--- src/rtl/mem_port_arbiter.sv ---
// mem_port_arbiter: shares one fixed-latency single-ported memory between an
// instruction-fetch bus (read-only) and a data bus (read/write).
// Default arbitration gives the data bus priority; define MEM_ARB_RR_EN to
// switch to round-robin arbitration when both requesters are pending.
module mem_port_arbiter #(
    parameter int unsigned ADDR_WIDTH  = 32,
    parameter int unsigned DATA_WIDTH  = 32,
    parameter int unsigned WAIT_CYCLES = 2
) (
    input  logic                  Clk,
    input  logic                  Rst,
    input  logic                  i_req,
    input  logic [ADDR_WIDTH-1:0] i_addr,
    output logic [DATA_WIDTH-1:0] i_data,
    output logic                  i_miss,
    input  logic                  d_en,
    input  logic                  d_rw,
    input  logic [ADDR_WIDTH-1:0] d_addr,
    input  logic [DATA_WIDTH-1:0] d_wdata,
    output logic [DATA_WIDTH-1:0] d_rdata,
    output logic                  d_miss,
    output logic                  m_en,
    output logic                  m_rw,
    output logic [ADDR_WIDTH-1:0] m_addr,
    output logic [DATA_WIDTH-1:0] m_wdata,
    input  logic [DATA_WIDTH-1:0] m_rdata,
    output logic                  busy
);

    localparam int unsigned CNT_WIDTH = 4;
    localparam logic [CNT_WIDTH-1:0] CNT_LAST = CNT_WIDTH'(WAIT_CYCLES - 1);

    typedef enum logic [1:0] {IDLE, BUSY, DONE} state_t;
    typedef enum logic [1:0] {GNT_NONE, GNT_I, GNT_D} grant_t;

    state_t                state, state_n;
    grant_t                grant, grant_n;
    logic [CNT_WIDTH-1:0]  cnt, cnt_n;
    logic                  m_en_n, m_rw_n, busy_n;
    logic [ADDR_WIDTH-1:0] m_addr_n;
    logic [DATA_WIDTH-1:0] m_wdata_n, i_data_n, d_rdata_n;
    logic                  pick_d;
`ifdef MEM_ARB_RR_EN
    grant_t                last_grant, last_grant_n;
`endif

    // Stall each requester until its own DONE cycle; idle requesters never stall.
    assign i_miss = i_req & ~((state == DONE) & (grant == GNT_I));
    assign d_miss = d_en  & ~((state == DONE) & (grant == GNT_D));

    // Arbitration: decide whether the data bus wins a grant taken in IDLE.
    always_comb begin
        pick_d = d_en;
`ifdef MEM_ARB_RR_EN
        if (d_en && i_req) begin
            pick_d = (last_grant == GNT_I);
        end
`endif
    end

    // Next-state and next-output logic; memory controls come from the values latched at grant.
    always_comb begin
        state_n   = state;
        grant_n   = grant;
        cnt_n     = cnt;
        m_en_n    = m_en;
        m_rw_n    = m_rw;
        m_addr_n  = m_addr;
        m_wdata_n = m_wdata;
        i_data_n  = i_data;
        d_rdata_n = d_rdata;
`ifdef MEM_ARB_RR_EN
        last_grant_n = last_grant;
`endif
        unique case (state)
            IDLE: begin
                if (d_en || i_req) begin
                    state_n = BUSY;
                    cnt_n   = '0;
                    m_en_n  = 1'b1;
                    if (pick_d) begin
                        grant_n   = GNT_D;
                        m_rw_n    = d_rw;
                        m_addr_n  = d_addr;
                        m_wdata_n = d_wdata;
                    end else begin
                        grant_n   = GNT_I;
                        m_rw_n    = 1'b0;
                        m_addr_n  = i_addr;
                        m_wdata_n = '0;
                    end
`ifdef MEM_ARB_RR_EN
                    last_grant_n = pick_d ? GNT_D : GNT_I;
`endif
                end
            end
            BUSY: begin
                cnt_n = cnt + CNT_WIDTH'(1);
                if (cnt == CNT_LAST) begin
                    state_n = DONE;
                    m_en_n  = 1'b0;
                    // Reads land in the granted requester's register; writes leave both untouched.
                    if (!m_rw) begin
                        if (grant == GNT_D) begin
                            d_rdata_n = m_rdata;
                        end else begin
                            i_data_n = m_rdata;
                        end
                    end
                end
            end
            DONE: begin
                state_n = IDLE;
                grant_n = GNT_NONE;
            end
            default: begin
                state_n = IDLE;
                grant_n = GNT_NONE;
                m_en_n  = 1'b0;
            end
        endcase
        busy_n = (state_n != IDLE);
    end

    // State and output registers; reset aborts any access in flight.
    always_ff @(posedge Clk or posedge Rst) begin
        if (Rst) begin
            state   <= IDLE;
            grant   <= GNT_NONE;
            cnt     <= '0;
            m_en    <= 1'b0;
            m_rw    <= 1'b0;
            m_addr  <= '0;
            m_wdata <= '0;
            i_data  <= '0;
            d_rdata <= '0;
            busy    <= 1'b0;
        end else begin
            state   <= state_n;
            grant   <= grant_n;
            cnt     <= cnt_n;
            m_en    <= m_en_n;
            m_rw    <= m_rw_n;
            m_addr  <= m_addr_n;
            m_wdata <= m_wdata_n;
            i_data  <= i_data_n;
            d_rdata <= d_rdata_n;
            busy    <= busy_n;
        end
    end

`ifdef MEM_ARB_RR_EN
    // Remember who was served last so ties alternate.
    always_ff @(posedge Clk or posedge Rst) begin
        if (Rst) begin
            last_grant <= GNT_I;
        end else begin
            last_grant <= last_grant_n;
        end
    end
`endif

endmodule

--- config.mk ---
export PLATFORM = sky130hd
export DESIGN_NAME = mem_port_arbiter
export DESIGN_NICKNAME = d
export VERILOG_FILES = /design/src/rtl/mem_port_arbiter.sv
export SDC_FILE = /design/constraint.sdc
export NUM_CORES = 1
export LEC_CHECK = 0
export CORE_MARGIN = 4
export CORE_UTILIZATION = 40
export CTS_CLUSTER_DIAMETER = 40
export DETAILED_ROUTE_END_ITERATION = 12
export PLACE_DENSITY = 0.78
export RECOVER_POWER = 25
export SYNTH_ARGS = -nofsm -noshare
export SYNTH_HDL_FRONTEND = slang
export SYNTH_SLANG_ARGS = --single-unit
--- constraint.sdc ---
create_clock -name Clk -period 6.4 [get_ports Clk]
set_input_delay 1.28 -clock Clk [delete_from_list [all_inputs] [get_ports Clk]]
set_output_delay 1.28 -clock Clk [all_outputs]
set_load 0.01 [all_outputs]
==> results of run 1 <==
==> metrics by stage <==
stage	utilization	instances	worst slack, ns
2_1_floorplan	-	403	1.40
3_3_place_gp	0.603	820	2.35
3_5_place_dp	0.603	820	2.32
4_1_cts	0.645	850	2.31
5_1_grt	0.644	850	1.16
6_report	0.644	850	1.33
==> flip-flops by register name (all words and copies together), names as in the netlist <==
name	count
grant	2
m_en	1
m_addr	32
m_wdata	32
m_rw	1
i_data	32
cnt	4
state	2
d_rdata	32
busy	1
==> final cells by class <==
cell class / count / area, um2
Fill cell: 1055 / 4960
Sequential cell: 139 / 3480
Timing Repair Buffer: 268 / 2670
Clock inverter: 8 / 119
Multi-Input combinational cell: 229 / 2010
Inverter: 4 / 16.3
Tap cell: 180 / 225
Clock buffer: 22 / 464
==> cells by family after synthesis <==
family,synth area share
AO/OA/AOI/OAI,0.120
adder cells (fa/ha/maj),0.00439
AND/OR/NAND/NOR,0.0222
XOR/XNOR,0.00154
buffers and inverters,0.0386
flip-flops,0.610
multiplexers,0.204
==> worst max path at each step <==
stage               from     end  slack (ns)  cells after the start
global route        d_en  d_miss        1.16                      3
detailed placement  d_en  d_miss        2.32                      3
floorplan            Rst    busy        1.40                      1
finish              d_en  d_miss        1.33                      3
CTS                 d_en  d_miss        2.31                      3
global placement    d_en  d_miss        2.35                      3
==> cells in the final DEF (no fill, tap or decap), drive strengths merged, types with 2 or more instances in the layout <==
| cell type | instances |
|---|---|
| nand2 | 2 |
| dfrtp | 139 |
| clkdlybuf4s50 | 263 |
| ha | 2 |
| nor2 | 6 |
| a22o | 33 |
| nand2b | 3 |
| clkinv | 5 |
| bufinv | 3 |
| inv | 3 |
| buf | 2 |
| mux2 | 64 |
| o21ai | 68 |
| mux2i | 33 |
| clkbuf | 24 |
| or2 | 2 |
==> worst max-delay path: cells and delay by family <==
kind | cells | cell delay [ns]
buffers and inverters | 2 | 2.17
AOI/OAI and AO/OA | 1 | 0.34
==> layer usage <==
metal  track usage  vias to the layer above
met5             0                        -
li1              -                     1968
met2         0.313                      222
met1         0.240                     2141
met4        0.0776                        0
met3        0.0778                       22
==> cells in the mapped netlist <==
cell type and count:
dfrtp_1 139, o21ai_0 68, a22o_1 33, mux2i_1 33, mux2_4 30, mux2_2 27, clkbuf_1 18, mux2_1 7
nor2_1 6, buf_2 5, buf_6 4, inv_1 4, buf_12 3, nand2b_1 3, ha_1 2, nand2_1 2
or2_2 2, a211oi_1 1, a21oi_1 1, and2_1 1, buf_4 1, nand3_1 1, nand3b_1 1, nor2b_1 1
nor3b_1 1, o211ai_1 1, o21a_1 1, o22ai_1 1, o31a_1 1, o41a_1 1, or3b_4 1, or4_1 1
or4b_4 1, xor2_1 1
==> report_power, final <==
group          switching, uW  internal, uW  leakage [uW]  total [uW]
combinational            795          1170       0.00194        1970
sequential               250          1310       0.00169        1560
clock                    343           626      0.000290         969
total                   1390          3110       0.00391        4490
==> results.json, run 1 <==
{
  "cts.clk_slew.worst_paths_ns": 0.05,
  "fin_nets": 794,
  "routed.top_layer": "met4",
  "final_hold_viol_count": 0,
  "finalSetupViolCount": 0,
  "synth_seq_cells": 139,
  "slew_headroom": -1.40,
  "n_antenna_cell": 0,
  "syn_avg_cell_area_um2": 14.2,
  "grt_max_degree": 85,
  "port-buffer-count": 265,
  "reg2reg_depth": 5,
  "die-width_um": 127,
  "crit_arrival_ns": 3.79,
  "hold_path_class": "reg -> reg",
  "path_class": "in -> out",
  "fin_setup_tns_ns": 0,
  "cts_sinks": 139,
  "cts_resized": 0,
  "cts_setup_buffers": 0,
  "wl_met2_um": 7540,
  "core_mm2": 0.0139,
  "cp-end-kind": "primary output",
  "r2r-start": "cnt[0]",
  "totalWireLength_um": 15700,
  "ir_worst_vdd_uv": 236,
  "drive_gt1_frac": 0.136,
  "fin_area_mm2": 0.00897,
  "rr_endpoint": "d_rdata[6]",
  "finalCritPeriodShare": 0.792,
  "ctsHoldBuffers": 0,
  "ys_seq_area_frac": 0.610,
  "syn_area_mm2": 0.00571,
  "cp_slowest_cell": "clkbuf_1",
  "dieHeight_um": 127,
  "r2r_slack_ns": 3.46,
  "met3_length_um": 1430,
  "timing.hold.ws_ns": 0.490,
  "critPathMaxFanout": 35,
  "grt_setup_unrepaired": "no",
  "grt_pass1_wl_um": 24800,
  "tritoncts": "done",
  "holdPathStages": 1,
  "hold_end": "d_rdata[28]",
  "route.detailed.drc": 0,
  "post_drt_wl_per_cell_um": 18.5,
  "synth_area_leaders": "dfrtp_1, mux2_4, o21ai_0",
  "drt-met1-wl_um": 6440,
  "drtIter0Drc": 144,
  "cts_root_buf": "clkbuf_16",
  "cts-htree-levels": 4,
  "grt_overflow_total": 0,
  "worstPathRequired_ns": 5.12,
  "drt_pre_antenna_iters": 4,
  "die_area_mm2": 0.0162,
  "layout_min_cycle_time_ns": 5.07,
  "synth_top_area_share": 0.610,
  "cp_cell_sequence": "clkbuf_1 -> o31a_1 -> clkdlybuf4s50_1",
  "violations": "max-capacitance violations, max-slew violations",
  "cp-start-kind": "input port",
  "vias": 4353,
  "cpPeakStageDelay_ns": 1.62,
  "ant_nets": 0,
  "ys_types": 34,
  "total_power_uw": 4490,
  "syn_to_final_growth_pct": 57.3,
  "synth_warnings": 0,
  "grt_pass1_vias": 4667,
  "synthCells": 403,
  "antenna_found_initial": 0,
  "drt-vias-per-instance": 5.12,
  "clk_latency_ns": 0.41,
  "cts_buffer_depth": 2,
  "outcome": "complete, but fails checks",
  "fmax_mhz": 197,
  "fin_skew_ns": 0.00791,
  "power.density_mw_per_mm2": 501,
  "start_util": 0.409,
  "syn_nets": 538,
  "min_from": "d_rdata[28]",
  "top_level_ports": 266,
  "slew_violations": 154,
  "yosysTopAreaCell": "dfrtp_1",
  "gp_congestion": 0.827,
  "worst_pin_slew_ns": 3.58,
  "max-cap-violations": 3,
  "cts_buffers": 17,
  "hpwl_um": 11400,
  "track_usage": 0.196,
  "total_leakage_power_uw": 0.00391,
  "dpl-instance-area_mm2": 0.00840,
  "num_rows": 43
}
No activity file was read; power rests on OpenSTA's default activity.
==> run 2, diff against run 1 <==
clock period = 5.05 ns   (was 6.4 ns; I/O delays follow)
==> run 2 against run 1 <==
Net effect:
- the flow still finishes with violations (max-capacitance violations, max-slew violations)
- sequential power increased by 26%
- sequential share of layout area increased by 0.15 points
- register-to-register slack got worse by 0.84 ns
- setup slack got worse by 0.019 ns
- hold slack improved by 0.0018 ns
- global-route usage decreased by 0.66 points
- critical path depth increased by 2
- clock power increased by 17%
- cell area decreased by 0.38%
- first-iteration DRC count increased by 24%
- critical endpoint is now state[0]
- largest cell class unchanged
==> results.json, run 2 (synthesis gave the netlist of run 1 again) <==
{
  "cts_root_buf": "clkbuf_16",
  "post_drt_wl_per_cell_um": 18.1,
  "path_class": "in -> reg",
  "fin_setup_tns_ns": 0,
  "fin_nets": 794,
  "cts-htree-levels": 4,
  "clk_latency_ns": 0.41,
  "die_area_mm2": 0.0162,
  "slew_headroom": -0.668,
  "grt_pass1_wl_um": 24200,
  "violations": "max-capacitance violations, max-slew violations",
  "drt-vias-per-instance": 5.03,
  "ctsHoldBuffers": 0,
  "grt_overflow_total": 0,
  "layout_min_cycle_time_ns": 3.74,
  "antenna_found_initial": 0,
  "multiInputGateArea_mm2": 0.00201,
  "cts_buffers": 17,
  "vias": 4286,
  "layout_commonest_cell": "clkdlybuf4s50_1",
  "cp-end-kind": "flip-flop",
  "total_leakage_power_uw": 0.00389,
  "hpwl_um": 11200,
  "finalSetupViolCount": 0,
  "n_antenna_cell": 0,
  "finalCritPeriodShare": 0.740,
  "critPathMaxFanout": 67,
  "pwr-share-comb": 0.445,
  "worstPathRequired_ns": 5.26,
  "cts_resized": 0,
  "route.detailed.drc": 0,
  "cts_setup_buffers": 0,
  "seq_area_mm2": 0.00348,
  "grt_setup_unrepaired": "no",
  "drive_gt1_frac": 0.141,
  "totalWireLength_um": 15400,
  "top_level_ports": 266,
  "port-buffer-count": 265,
  "gp_congestion": 0.809,
  "cts_buffer_depth": 2,
  "r2r_slack_ns": 2.62,
  "grt_pass1_vias": 4594,
  "ant_nets": 0,
  "cts_sinks": 139,
  "drtIter0Drc": 179,
  "p_sw_frac": 0.314,
  "clockPowerShare": 0.203,
  "fill_cells": 1054,
  "outcome": "complete, but fails checks",
  "max-cap-violations": 1,
  "fin_skew_ns": 0.00468,
  "syn_to_final_growth_pct": 56.7,
  "final_hold_viol_count": 0,
  "fmax_mhz": 267,
  "core_mm2": 0.0139,
  "drt_pre_antenna_iters": 4,
  "total_power_uw": 5580,
  "cp-start-kind": "input port",
  "tritoncts": "done",
  "p_int_uw": 3820,
  "dieHeight_um": 127,
  "ir_worst_vdd_uv": 269,
  "die-width_um": 127,
  "power.switching_uw": 1750,
  "num_rows": 43,
  "start_util": 0.409,
  "grt_max_degree": 122,
  "cts.clk_slew.worst_paths_ns": 0.06,
  "track_usage": 0.190,
  "layout_common_cells": "clkdlybuf4s50_1, dfrtp_1, o21ai_0, a22o_1, mux2i_1",
  "hold_path_class": "reg -> reg",
  "worst_pin_slew_ns": 2.50,
  "slew_violations": 122,
  "power.density_mw_per_mm2": 624,
  "crit_arrival_ns": 3.95,
  "pwr-share-seq": 0.352
}
## run 2: worst paths after layout
kind,from,endpoint,cells past startpoint
setup / recovery,d_en,state[0],5
hold / removal,m_en,m_en,1
setup reg to reg,state[0],state[0],3
hold reg to reg,m_en,m_en,1
max in group asynchronous,Rst,d_rdata[1],2
min in group asynchronous,Rst,i_data[20],2
## run 2: cell type report
type | instances | share of cell area
clock buffer | 20 | 0.0500
clock inverter | 12 | 0.0111
inverter | 4 | 0.00210
multi-input combinational | 229 | 0.224
sequential | 139 | 0.389
tap | 180 | 0.0252
timing repair buffer | 268 | 0.298
## run 2: worst max-delay path, stage by stage
cell      delay [ns]
buf_2           0.41
nor2_2          0.20
clkbuf_1        1.02
or2_2           1.04
o21ai_0         0.25
## run 2: layer usage
metal	track usage	vias up	part of all wire
met5	0	-	0
met4	0.0738	0	0.019
met3	0.0719	21	0.096
met2	0.305	217	0.47
met1	0.232	2082	0.41
li1	-	1966	-
## run 2: stage by stage
stage	cells	instance area, um2	utilization	hold WS (ns)	setup WS [ns]
finish	852	8940	0.642	0.491	1.31
global route	852	8940	0.642	0.515	1.04
CTS	852	8950	0.642	0.492	1.48
detailed placement	820	8400	0.603	0.480	1.49
global placement	820	8400	0.603	0.473	1.54
floorplan	403	5710	-	0.467	0.315
## run 2: power by group through the flow
stage	Sequential, uW	Combinational, uW	Clock (uW)
2_1_floorplan	2170	974	0
3_3_place_gp	1960	2460	0
3_5_place_dp	1980	2510	0
4_1_cts	1970	2520	1160
5_1_grt	2030	2670	1220
6_report	1960	2480	1130
==> run 3, diff against run 2 <==
clock period = 3.8 ns   (was 5.05 ns; I/O delays follow)
==> run 3 against run 2 <==
Net effect:
- the run still ends with max-capacitance violations, max-slew violations left
- register-to-register slack worse by 1.4 ns
- clock power up 42%
- sequential power up 34%
- first-iteration DRC count up 0.56%
- clock skew up 0.0051 ns
- sequential share of layout area down 0.24 points
- power up 35%
- non-clock buffer count up 3
==> results.json, run 3 (synthesis gave the netlist of run 1 again) <==
{
  "vias": 4360,
  "fin_area_mm2": 0.00900,
  "r2r_slack_ns": 1.23,
  "route.detailed.drc": 0,
  "die-width_um": 127,
  "cts_root_buf": "clkbuf_16",
  "timing.hold.ws_ns": 0.496,
  "critPathMaxFanout": 3,
  "syn_to_final_growth_pct": 57.7,
  "worst_pin_slew_ns": 1.96,
  "fin_nets": 797,
  "num_rows": 43,
  "cts_sinks": 139,
  "p_int_uw": 5190,
  "antenna_found_initial": 0,
  "ant_nets": 0,
  "grt_pass1_vias": 4822,
  "fin_setup_tns_ns": 0,
  "total_power_uw": 7560,
  "post_drt_wl_per_cell_um": 18.5,
  "dpl-instance-area_mm2": 0.00842,
  "layout_commonest_cell": "clkdlybuf4s50_1",
  "slew_headroom": -0.305,
  "layout_common_cells": "clkdlybuf4s50_1, dfrtp_1, o21ai_0, a22o_1, mux2i_1",
  "drt-vias-per-instance": 5.11,
  "pwr-share-seq": 0.349,
  "slew_violations": 80,
  "cts_buffer_depth": 2,
  "port-buffer-count": 265,
  "ir_worst_vdd_uv": 482,
  "drtIter0Drc": 180,
  "top_level_ports": 266,
  "finalCritPeriodShare": 0.751,
  "cp-endpoint": "i_miss",
  "fin_skew_ns": 0.00975,
  "hold_path_class": "reg -> reg",
  "core_mm2": 0.0139,
  "violations": "max-capacitance violations, max-slew violations",
  "grt_overflow_total": 0,
  "fmax_mhz": 350,
  "gp_congestion": 0.851,
  "cts_buffers": 17,
  "reg2reg_depth": 3,
  "layout_min_cycle_time_ns": 2.86,
  "grt_setup_unrepaired": "no",
  "path_class": "in -> out",
  "n_antenna_cell": 0,
  "hpwl_um": 11600,
  "startpoint": "i_req",
  "p_sw_frac": 0.314,
  "totalWireLength_um": 15800,
  "final_hold_viol_count": 0,
  "clk_latency_ns": 0.41,
  "drt_pre_antenna_iters": 4,
  "cts_resized": 0,
  "grt_pass1_wl_um": 25100,
  "cp-start-kind": "input port",
  "dieHeight_um": 127,
  "ctsHoldBuffers": 0,
  "worstPathRequired_ns": 3.04,
  "tritoncts": "done",
  "max-cap-violations": 1,
  "finalSetupViolCount": 0,
  "die_area_mm2": 0.0162,
  "cp-end-kind": "primary output",
  "power.switching_uw": 2370,
  "cts_setup_buffers": 0,
  "clockPowerShare": 0.214,
  "track_usage": 0.197,
  "r2r-start": "state[0]",
  "rr_endpoint": "m_addr[12]",
  "drive_gt1_frac": 0.142,
  "cts-htree-levels": 4,
  "pwr-share-comb": 0.438,
  "cts.clk_slew.worst_paths_ns": 0.06,
  "crit_arrival_ns": 2.10,
  "total_leakage_power_uw": 0.00392,
  "start_util": 0.409,
  "grt_max_degree": 80,
  "power.density_mw_per_mm2": 840,
  "outcome": "complete, but fails checks"
}
-- run 3: cell types whose count changed in the layout (fill, tap and decap cells not counted), moves of 2 or more --
cell / previous run / this run
clkinv_2: 6 / 3
clkbuf_2: 0 / 2
clkbuf_8: 1 / 3
clkinv_4: 0 / 2
clkinvlp_4: 5 / 3
-- run 3: stage by stage --
step	instances	util	setup WS (ns)
2_1_floorplan	403	-	1.30
3_3_place_gp	823	0.605	1.07
3_5_place_dp	823	0.605	0.998
4_1_cts	854	0.647	0.988
5_1_grt	854	0.646	0.677
6_report	854	0.646	0.945
-- run 3: power by group through the flow --
| stage | Sequential, uW | Combinational (uW) | Clock (uW) |
|---|---|---|---|
| after global placement | 2600 | 3280 | 0 |
| after floorplan | 2890 | 1290 | 0 |
| after detailed placement | 2650 | 3350 | 0 |
| final | 2630 | 3310 | 1610 |
| after global routing | 2720 | 3550 | 1720 |
| after CTS | 2630 | 3360 | 1650 |
-- run 3: area by class of cell --
cell class	count	area [um2]
clock buffer	21	470
clock inverter	10	116
fill	1022	4940
inverter	4	18.8
multi-input combinational	229	2000
sequential	139	3480
tap	180	225
timing repair buffer	271	2680
-- run 3: worst max-delay path, stage by stage --
cell and delay, ns:
dlygate4sd3_1 0.59, o41a_1 0.18, clkdlybuf4s50_1 0.56
-- run 3: worst min path at each step --
stage,cells after the start,end,slack (ns),from
2_1_floorplan,1,cnt[3],0.47,cnt[3]
3_3_place_gp,1,d_rdata[23],0.47,d_rdata[23]
3_5_place_dp,1,d_rdata[23],0.49,d_rdata[23]
4_1_cts,1,d_rdata[23],0.50,d_rdata[23]
5_1_grt,1,i_data[24],0.52,i_data[24]
6_report,1,d_rdata[23],0.50,d_rdata[23]
-- run 3: layer usage --
layer / vias up / GRT usage / share of wire
met5: - / 0 / 0
met4: 0 / 0.0757 / 0.018
met3: 21 / 0.0748 / 0.099
met2: 213 / 0.318 / 0.48
met1: 2150 / 0.240 / 0.40
li1: 1976 / - / -
